[config.mk]
export PLATFORM = sky130hd
export DESIGN_NAME = obc_dft_sequencer
export DESIGN_NICKNAME = d
export VERILOG_FILES = /design/src/rtl/obc_dft_pkg.sv /design/src/rtl/obc_shift_acc.sv /design/src/rtl/obc_dft_sequencer.sv
export SDC_FILE = /design/constraint.sdc
export NUM_CORES = 1
export LEC_CHECK = 0
export CORE_MARGIN = 1
export CORE_UTILIZATION = 40
export CTS_BUF_LIST = sky130_fd_sc_hd__clkbuf_8
export DETAILED_ROUTE_END_ITERATION = 6
export GPL_TIMING_DRIVEN = 1
export PLACE_DENSITY = 0.61
export RECOVER_POWER = 50
export SYNTH_ARGS = -nofsm -noshare
export SYNTH_HDL_FRONTEND = slang
export SYNTH_HIERARCHICAL = 1
export SYNTH_SLANG_ARGS = --single-unit
[constraint.sdc]
create_clock -name clk -period 3.6 [get_ports clk]
set_input_delay 0.36 -clock clk [delete_from_list [all_inputs] [get_ports clk]]
set_output_delay 0.36 -clock clk [all_outputs]
set_load 0.03 [all_outputs]
[src/rtl/obc_dft_pkg.sv]
// Shared defaults and FSM state encoding for the OBC distributed-arithmetic DFT sequencer.
package obc_dft_pkg;

    localparam int SAMP_W_DEF = 12;
    localparam int N_PTS_DEF  = 16;
    localparam int ACC_W_DEF  = 32;
    localparam int BIN_W      = 4;

    typedef enum logic [1:0] {
        IDLE    = 2'd0,
        LOAD    = 2'd1,
        COMPUTE = 2'd2,
        OUT     = 2'd3
    } dft_state_e;

endpackage

[src/rtl/obc_shift_acc.sv]
// Bit-serial shift-accumulate datapath: halves (acc + rom_sum) per bit, and on the
// sign bit subtracts the partial sum and adds the OBC offset to form the bin result.
module obc_shift_acc
    import obc_dft_pkg::*;
#(
    parameter int ACC_W = ACC_W_DEF
) (
    input  logic             clk,
    input  logic             rst_n,
    input  logic             clr,
    input  logic             step,
    input  logic             fin,
    input  logic [ACC_W-1:0] rom_sum,
    input  logic [ACC_W-1:0] offset,
    output logic [ACC_W-1:0] out_data
);

    logic [ACC_W-1:0] acc_r;
    logic [ACC_W-1:0] out_data_r;

    // Sum is formed one bit wider so the shift keeps the true sign before truncation.
    function automatic logic [ACC_W-1:0] half_sum(input logic [ACC_W-1:0] a,
                                                  input logic [ACC_W-1:0] b);
        logic [ACC_W:0] s;
        s = {a[ACC_W-1], a} + {b[ACC_W-1], b};
        return s[ACC_W:1];
    endfunction

    // Accumulator: cleared at each bin start, advanced once per non-sign bit.
    always_ff @(posedge clk) begin
        if (!rst_n) begin
            acc_r <= {ACC_W{1'b0}};
        end else if (clr) begin
            acc_r <= {ACC_W{1'b0}};
        end else if (step) begin
            acc_r <= half_sum(acc_r, rom_sum);
        end else begin
            acc_r <= acc_r;
        end
    end

    // Result register: sign-bit weight is negative in two's complement; wraps silently.
    always_ff @(posedge clk) begin
        if (!rst_n) begin
            out_data_r <= {ACC_W{1'b0}};
        end else if (fin) begin
            out_data_r <= acc_r - rom_sum + offset;
        end else begin
            out_data_r <= out_data_r;
        end
    end

    assign out_data = out_data_r;

endmodule

[src/rtl/obc_dft_sequencer.sv]
// Frame sequencer for an offset-binary-coded DA DFT: loads a sample frame, walks the
// external ROM network bit-serially per bin, and hands out one result per bin.
module obc_dft_sequencer
    import obc_dft_pkg::*;
#(
    parameter int SAMP_W = SAMP_W_DEF,
    parameter int N_PTS  = N_PTS_DEF,
    parameter int ACC_W  = ACC_W_DEF
) (
    input  logic              clk,
    input  logic              rst_n,
    input  logic              start,
    input  logic [ACC_W-1:0]  offset,
    input  logic              in_valid,
    output logic              in_ready,
    input  logic [SAMP_W-1:0] in_data,
    output logic [N_PTS-1:0]  slice,
    output logic [BIN_W-1:0]  bin_idx,
    input  logic [ACC_W-1:0]  rom_sum,
    output logic              out_valid,
    input  logic              out_ready,
    output logic [ACC_W-1:0]  out_data,
    output logic [BIN_W-1:0]  out_bin,
    output logic              busy,
    output logic              done
);

    localparam int BIT_W = $clog2(SAMP_W);
    localparam int CNT_W = $clog2(N_PTS);

    dft_state_e        state_r, state_s;
    logic [CNT_W-1:0]  cnt_r;
    logic [BIT_W-1:0]  bit_r;
    logic [BIN_W-1:0]  bin_r;
    logic [BIN_W-1:0]  out_bin_r;
    logic [ACC_W-1:0]  offset_r;
    logic [SAMP_W-1:0] samples_r [N_PTS];
    logic              in_ready_r, busy_r, out_valid_r, done_r;
    logic              start_s, load_s, first_s, clr_s, step_s, fin_s, next_bin_s, last_s;
    logic [N_PTS-1:0]  slice_s;

    // Next-state and control strobes.
    always_comb begin
        state_s    = state_r;
        start_s    = 1'b0;
        load_s     = 1'b0;
        first_s    = 1'b0;
        clr_s      = 1'b0;
        step_s     = 1'b0;
        fin_s      = 1'b0;
        next_bin_s = 1'b0;
        last_s     = 1'b0;
        case (state_r)
            IDLE: begin
                // done_r blocks a start that coincides with the end-of-frame pulse
                if (start && !done_r) begin
                    start_s = 1'b1;
                    state_s = LOAD;
                end else begin
                    state_s = IDLE;
                end
            end
            LOAD: begin
                if (in_valid) begin
                    load_s = 1'b1;
                    if (cnt_r == CNT_W'(N_PTS - 1)) begin
                        first_s = 1'b1;
                        clr_s   = 1'b1;
                        state_s = COMPUTE;
                    end else begin
                        state_s = LOAD;
                    end
                end else begin
                    state_s = LOAD;
                end
            end
            COMPUTE: begin
                if (bit_r == BIT_W'(SAMP_W - 1)) begin
                    fin_s   = 1'b1;
                    state_s = OUT;
                end else begin
                    step_s  = 1'b1;
                    state_s = COMPUTE;
                end
            end
            OUT: begin
                if (out_ready) begin
                    if (bin_r == BIN_W'(N_PTS - 1)) begin
                        last_s  = 1'b1;
                        state_s = IDLE;
                    end else begin
                        next_bin_s = 1'b1;
                        clr_s      = 1'b1;
                        state_s    = COMPUTE;
                    end
                end else begin
                    state_s = OUT;
                end
            end
            default: begin
                state_s = IDLE;
            end
        endcase
    end

    // State register.
    always_ff @(posedge clk) begin
        if (!rst_n) begin
            state_r <= IDLE;
        end else begin
            state_r <= state_s;
        end
    end

    // Handshake/status flags registered from the next state so they align with state_r.
    always_ff @(posedge clk) begin
        if (!rst_n) begin
            in_ready_r  <= 1'b0;
            busy_r      <= 1'b0;
            out_valid_r <= 1'b0;
            done_r      <= 1'b0;
        end else begin
            in_ready_r  <= (state_s == LOAD);
            busy_r      <= (state_s != IDLE);
            out_valid_r <= (state_s == OUT);
            done_r      <= last_s;
        end
    end

    // Sample counter and latched offset for the frame.
    always_ff @(posedge clk) begin
        if (!rst_n) begin
            cnt_r    <= {CNT_W{1'b0}};
            offset_r <= {ACC_W{1'b0}};
        end else if (start_s) begin
            cnt_r    <= {CNT_W{1'b0}};
            offset_r <= offset;
        end else if (load_s) begin
            cnt_r    <= cnt_r + CNT_W'(1);
            offset_r <= offset_r;
        end else begin
            cnt_r    <= cnt_r;
            offset_r <= offset_r;
        end
    end

    // Sample store; contents are don't-care across reset.
    always_ff @(posedge clk) begin
        if (load_s) begin
            samples_r[cnt_r] <= in_data;
        end
    end

    // Bit and bin indices walking the ROM network.
    always_ff @(posedge clk) begin
        if (!rst_n) begin
            bit_r <= {BIT_W{1'b0}};
            bin_r <= {BIN_W{1'b0}};
        end else begin
            if (clr_s) begin
                bit_r <= {BIT_W{1'b0}};
            end else if (step_s) begin
                bit_r <= bit_r + BIT_W'(1);
            end else begin
                bit_r <= bit_r;
            end
            if (start_s || first_s) begin
                bin_r <= {BIN_W{1'b0}};
            end else if (next_bin_s) begin
                bin_r <= bin_r + 4'd1;
            end else begin
                bin_r <= bin_r;
            end
        end
    end

    // Bin tag captured alongside the result.
    always_ff @(posedge clk) begin
        if (!rst_n) begin
            out_bin_r <= {BIN_W{1'b0}};
        end else if (fin_s) begin
            out_bin_r <= bin_r;
        end else begin
            out_bin_r <= out_bin_r;
        end
    end

    // Bit-slice address: one bit from every stored sample, quiet outside COMPUTE.
    always_comb begin
        slice_s = {N_PTS{1'b0}};
        if (state_r == COMPUTE) begin
            for (int i = 0; i < N_PTS; i++) begin
                slice_s[i] = samples_r[i][bit_r];
            end
        end else begin
            slice_s = {N_PTS{1'b0}};
        end
    end

    obc_shift_acc #(
        .ACC_W(ACC_W)
    ) u_shift_acc (
        .clk     (clk),
        .rst_n   (rst_n),
        .clr     (clr_s),
        .step    (step_s),
        .fin     (fin_s),
        .rom_sum (rom_sum),
        .offset  (offset_r),
        .out_data(out_data)
    );

    assign slice     = slice_s;
    assign bin_idx   = bin_r;
    assign out_bin   = out_bin_r;
    assign in_ready  = in_ready_r;
    assign busy      = busy_r;
    assign out_valid = out_valid_r;
    assign done      = done_r;

endmodule

After elaboration in Yosys (flattened, before gate mapping)
Memory sizes are Yosys's and may differ from the RTL's.
Cells that the tools add are included.
- equality and inequality tests: 8
- $lt $le $gt $ge: 1
- mux-type cells: 58
- reduce and logical (&&, ||, !) cells: 9
- add/subtract/negate cells: 6
- bitwise logic cells: 1
- operators with widths (cell ; count):
    $bmux W1 S4 ; 16
    $mux W1 ; 35
    $add A32 B32 Y33 ; 1
    $add A32 B32 Y32 ; 1
    $sub A32 B32 Y32 ; 1
    $mux W16 ; 1
    $add A4 B1 Y4 const B ; 3
    $eq A4 B4 Y1 const B ; 3
    $mux W2 ; 4
    $pmux W2 S4 ; 1
    $eq A2 B2 Y1 const B ; 3
    $reduce_or A2 Y1 ; 3
    $lt A4 B5 Y1 const B ; 1
    $eq A2 B1 Y1 const B ; 2
    $reduce_and A3 Y1 ; 1
    $logic_not A2 Y1 ; 1
    $pmux W1 S2 ; 1
    $reduce_bool A2 Y1 ; 1
    $logic_and A1 B1 Y1 ; 1
    $logic_not A1 Y1 ; 1
    $logic_or A1 B1 Y1 ; 1
    $not A1 Y1 ; 1
- word-level logic and storage cells: 96
- memories: 1
- output and inout port bits: 60
- flip-flop bits (word level): 118
- bits in writable memories: 192
- input bits: 81
- memory list (name ; depth ; bits a word ; read ports ; clocked after memory_dff ; wr ports ; RTL line ; text):
    samples_r ; 16 ; 12 ; 16 ; 0 ; 1 ; obc_dft_sequencer.sv:37 ; logic [SAMP_W-1:0] samples_r [N_PTS];

Logic depth before layout (Yosys ltp)
- word-level depth: 6
- gate-level depth with buffers: 14
- gate-level depth less buffers: 14

Modules after synthesis
Netlist, hierarchy kept.
- modules (own cells, without submodules) (module ; cells an instance ; area each (um2) ; instances):
    obc_dft_sequencer ; 607 ; 9562.9 ; 1
    obc_shift_acc ; 908 ; 6955.4 ; 1

Worst setup path before layout
No wires, ideal clock.
- path type: reg2reg
- start: reg offset_r[3]
- end: reg u_shift_acc.out_data_r[31] (netlist: u_shift_acc/out_data[31])
- arrival: 2.721 ns
- stages on the path, launching flop included: 13
- period minus slack after synthesis: 2.853 ns
- data required time: 3.467 ns
- library setup time: 0.133 ns
- setup slack: 0.747 ns
- buffers on the path: 0
- cell sequence: dfxtp_1 > inv_1 > fa_1 > inv_1 > ha_1 > and3_1 > a221oi_2 > o211ai_1 > and2_1 > a221oi_2 > o211ai_1 > xnor2_1 > a21oi_1
- cells in the longest elaborated chain, start to end: 1
- RTL lines (item ; RTL line ; text):
    start: declaration ; obc_dft_sequencer.sv:36 ; logic [ACC_W-1:0] offset_r;
    start signal: assignment ; obc_dft_sequencer.sv:134 ; offset_r <= {ACC_W{1'b0}};
    start signal: assignment ; obc_dft_sequencer.sv:137 ; offset_r <= offset;
    start signal: assignment ; obc_dft_sequencer.sv:140 ; offset_r <= offset_r;
    $add A32 B32 Y32 ; obc_shift_acc.sv:47 ; out_data_r <= acc_r - rom_sum + offset;
    end signal: assignment ; obc_shift_acc.sv:45 ; out_data_r <= {ACC_W{1'b0}};
    end signal: assignment ; obc_shift_acc.sv:47 ;
    end signal: assignment ; obc_shift_acc.sv:49 ; out_data_r <= out_data_r;
    end: declaration ; obc_shift_acc.sv:19 ; logic [ACC_W-1:0] out_data_r;
No other way between the ends.
A chain may end at the register's enable or synchronous reset.

Final worst setup path
- start: reg bit_r[0]
- end: out slice[4]
- cells in the longest elaborated chain, start to end: 3
- RTL lines (item ; RTL line ; text):
    start: declaration ; obc_dft_sequencer.sv:33 ; logic [BIT_W-1:0] bit_r;
    start signal: assignment ; obc_dft_sequencer.sv:157 ; bit_r <= {BIT_W{1'b0}};
    start signal: assignment ; obc_dft_sequencer.sv:161 ; bit_r <= {BIT_W{1'b0}};
    start signal: assignment ; obc_dft_sequencer.sv:163 ; bit_r <= bit_r + BIT_W'(1);
    $bmux W1 S4 ; obc_dft_sequencer.sv:193 ; slice_s[i] = samples_r[i][bit_r];
    $mux W1 (implied by the code) ; obc_dft_sequencer.sv:193 ;
    $mux W16 ; obc_dft_sequencer.sv:191 ; if (state_r == COMPUTE) begin
    end: declaration ; obc_dft_sequencer.sv:17 ; output logic [N_PTS-1:0] slice,
No other way between the ends. The select of a mux whose other input is x is not followed.

==> results.cfg <==
[logic_synthesis]
synth-seq-area-share = 0.492
netlist.area_leader.share = 0.349
yosys.cell_types.count = 79
syn_nets = 1698
synthTopCellsByArea = edfxtp_1 35%, dfxtp_1 14%, ha_1 5.3%
synth_edf_count = 192
avgSynthCellArea_um2 = 10.9
synth_flop_cell = edfxtp_1
yosys.area.top_type = edfxtp_1
netlist_instances = 1515
synthesis.area_um2 = 16500
yosysWarnings = 6
ys_seq_elements = 310
async_flop_share = 0

[floorplan]
die_area_um2 = 42100
die-width_um = 205
die_height_um = 205
core_um2 = 40700
rows = 74
start_util = 0.405
ios = 141

[setup_path]
path_class = reg2out
r2r_slack_ns = 0.38
cp.required_ns = 3.24
crit_fanout = 18
cp.arrival_ns = 3.04
crit_buf_inv = 2
startpoint_type = register
r2r_start = offset_r[2]
cp-startpoint = bit_r[0]
r2r_end = u_shift_acc/out_data[28]
cp_slowest_cell = clkdlybuf4s50_1
endpoint_kind = output pin
crit_family = buffers and inverters
cpPeakStageDelay_ns = 0.63
r2r_cells = 13
path_cells = buf_4 > mux4_2 > o211ai_1 > o21ai_0 > clkdlybuf4s50_1

[routing]
dr.pass1.iters = 5
wirelength_um = 42200
wl_per_cell_um = 18.6
drtIter0Drc = 595
drc = 0
postRouteAntennaNets = 0
num_vias = 12000
vias_per_cell = 5.25

[clock_tree]
post_cts_buffers = 0
worstSkewPairLatency_ns = 0.64
clkTransAtPathRegs_ns = 0.06
cts_tree = built
root_buffer = clkbuf_8
clock_sinks = 310
numCtsBuffers = 53
clockBufferDepth = 3
cts_htree_levels = 2
holdBufCountCts = 0

[run]
maxCapViolations = 1

[global_route]
grt_pass1_wl_um = 64800
grtUsageTotal = 0.201
grt_overflow_total = 0
grt_antenna_before_repair = 1
grt_max_degree = 41
grt_pass1_vias = 11700

[status]
failed_checks = max-capacitance violations, max-slew violations
outcome = complete, but fails checks

[hold_path]
hold_path_startpoint = offset[26]
min_path_type = in2reg
holdPathStages = 3
hold_end = offset_r[26]

[placed_design]
port_buffers = 140
place_congestion = 0.905
dp_hpwl_um = 30000

[power]
ir_drop_uv = 261
powerDensity_nw_per_um2 = 392
p_leak_nw = 7.62

[final_layout]
layout.cells.most_common = edfxtp_1
final_nets = 1881
layout_common_cells = 192 x edfxtp_1, 183 x inv_1, 133 x nand2_1
utilization = 0.487
drive_gt1_frac = 0.109
syn2layout_area_growth_pct = 20.1

[timing]
slew-limit-headroom = -0.0513
period_share = 0.943
rsz0062_at_grt = no
setup_viol = 0
slew_viol_final = 35
hold_ws_ns = 0.268
tightest_slew_ns = 1.58
skew_ns = 0.0333
finalHoldViolations = 0
min_period_ns = 3.40
fmax_mhz = 295
## Yosys cell counts (all sizes together) (7+ instances only)
master / instances
inv: 163
and3: 18
a22oi: 22
nand2: 133
o22ai: 8
mux4: 32
a21oi: 93
xnor2: 30
ha: 70
nor2b: 15
xor2: 17
dfxtp: 118
o21a: 8
edfxtp: 192
nor2: 95
buf: 30
and2: 19
o21bai: 7
o21ai: 60
a21o: 42
a211oi: 12
o211ai: 26
mux2i: 70
a31oi: 10
nand3: 43
o311ai: 7
nand4: 12
fa: 32
nor3: 23
clkbuf: 38
## stage by stage
step	area, µm²	power [mW]	TNS (ns)	cells	setup WS [ns]
global route	19800	8.13	0	2275	0.0451
floorplan	16500	4.33	0	1515	0.747
global placement	18700	4.66	-0.0266	2175	-0.0266
CTS	19900	7.90	0	2274	0.0740
finish	19800	7.78	0	2275	0.205
detailed placement	18700	4.67	-0.0713	2175	-0.0439
## worst min-delay path, stage by stage
cell,delay [ns]
clkdlybuf4s50_1,0.39
nand2_1,0.06
a21oi_1,0.05
## power by group
part / internal, mW / switching, mW / leakage [nW]
combinational: 0.324 / 0.450 / 4.29
clock: 1.72 / 1.47 / 0.640
sequential: 3.80 / 0.0168 / 2.68
## state kept, by name, summed over array words and instances (netlist names)
register              count
bin_idx                   4
bit_r                     4
busy                      1
cnt_r                     4
done                      1
in_ready                  1
offset_r                 32
out_bin                   4
out_valid                 1
samples_r               192
state_r                   2
u_shift_acc/acc_r        32
u_shift_acc/out_data     32
## cells by family after synthesis
kind of cell	after synthesis	synth area share
buffers and inverters	232	0.0576
DFF	310	0.492
xor gates and xnor gates	47	0.0249
muxes	102	0.0860
AOI/OAI and AO/OA	338	0.138
adders and majority gates	102	0.0918
and+or+nand+nor	384	0.109
## cell type report
type	instances	area (µm²)
Tap cell	532	666
Multi-Input combinational cell	973	7460
Inverter	164	616
Clock inverter	30	153
Clock buffer	69	950
Sequential cell	310	8130
Timing Repair Buffer	196	1860
Antenna cell	1	2.50
Fill cell	3749	20900
## what timing repair did
| item | 4_1_cts | 5_1_grt |
|---|---|---|
| endpoints found under the setup margin | 0 | 1 |
| gates resized for setup | 0 | 1 |
| hold endpoints to repair | 0 | 0 |
## per-layer routing
metal / track usage / vias to the layer above / share of wire
li1: - / 5837 / -
met1: 0.253 / 5733 / 0.43
met2: 0.343 / 321 / 0.50
met3: 0.0385 / 64 / 0.046
met4: 0.0669 / 0 / 0.024
met5: 0 / - / 0
## worst max path at each step
stage | endpoint | depth (start not counted)
global placement | u_shift_acc/out_data[28] | 13
floorplan | u_shift_acc/out_data[31] | 12
finish | slice[4] | 5
global route | slice[4] | 5
detailed placement | u_shift_acc/out_data[28] | 13
CTS | slice[13] | 5
(Power assumes the default switching activity.)
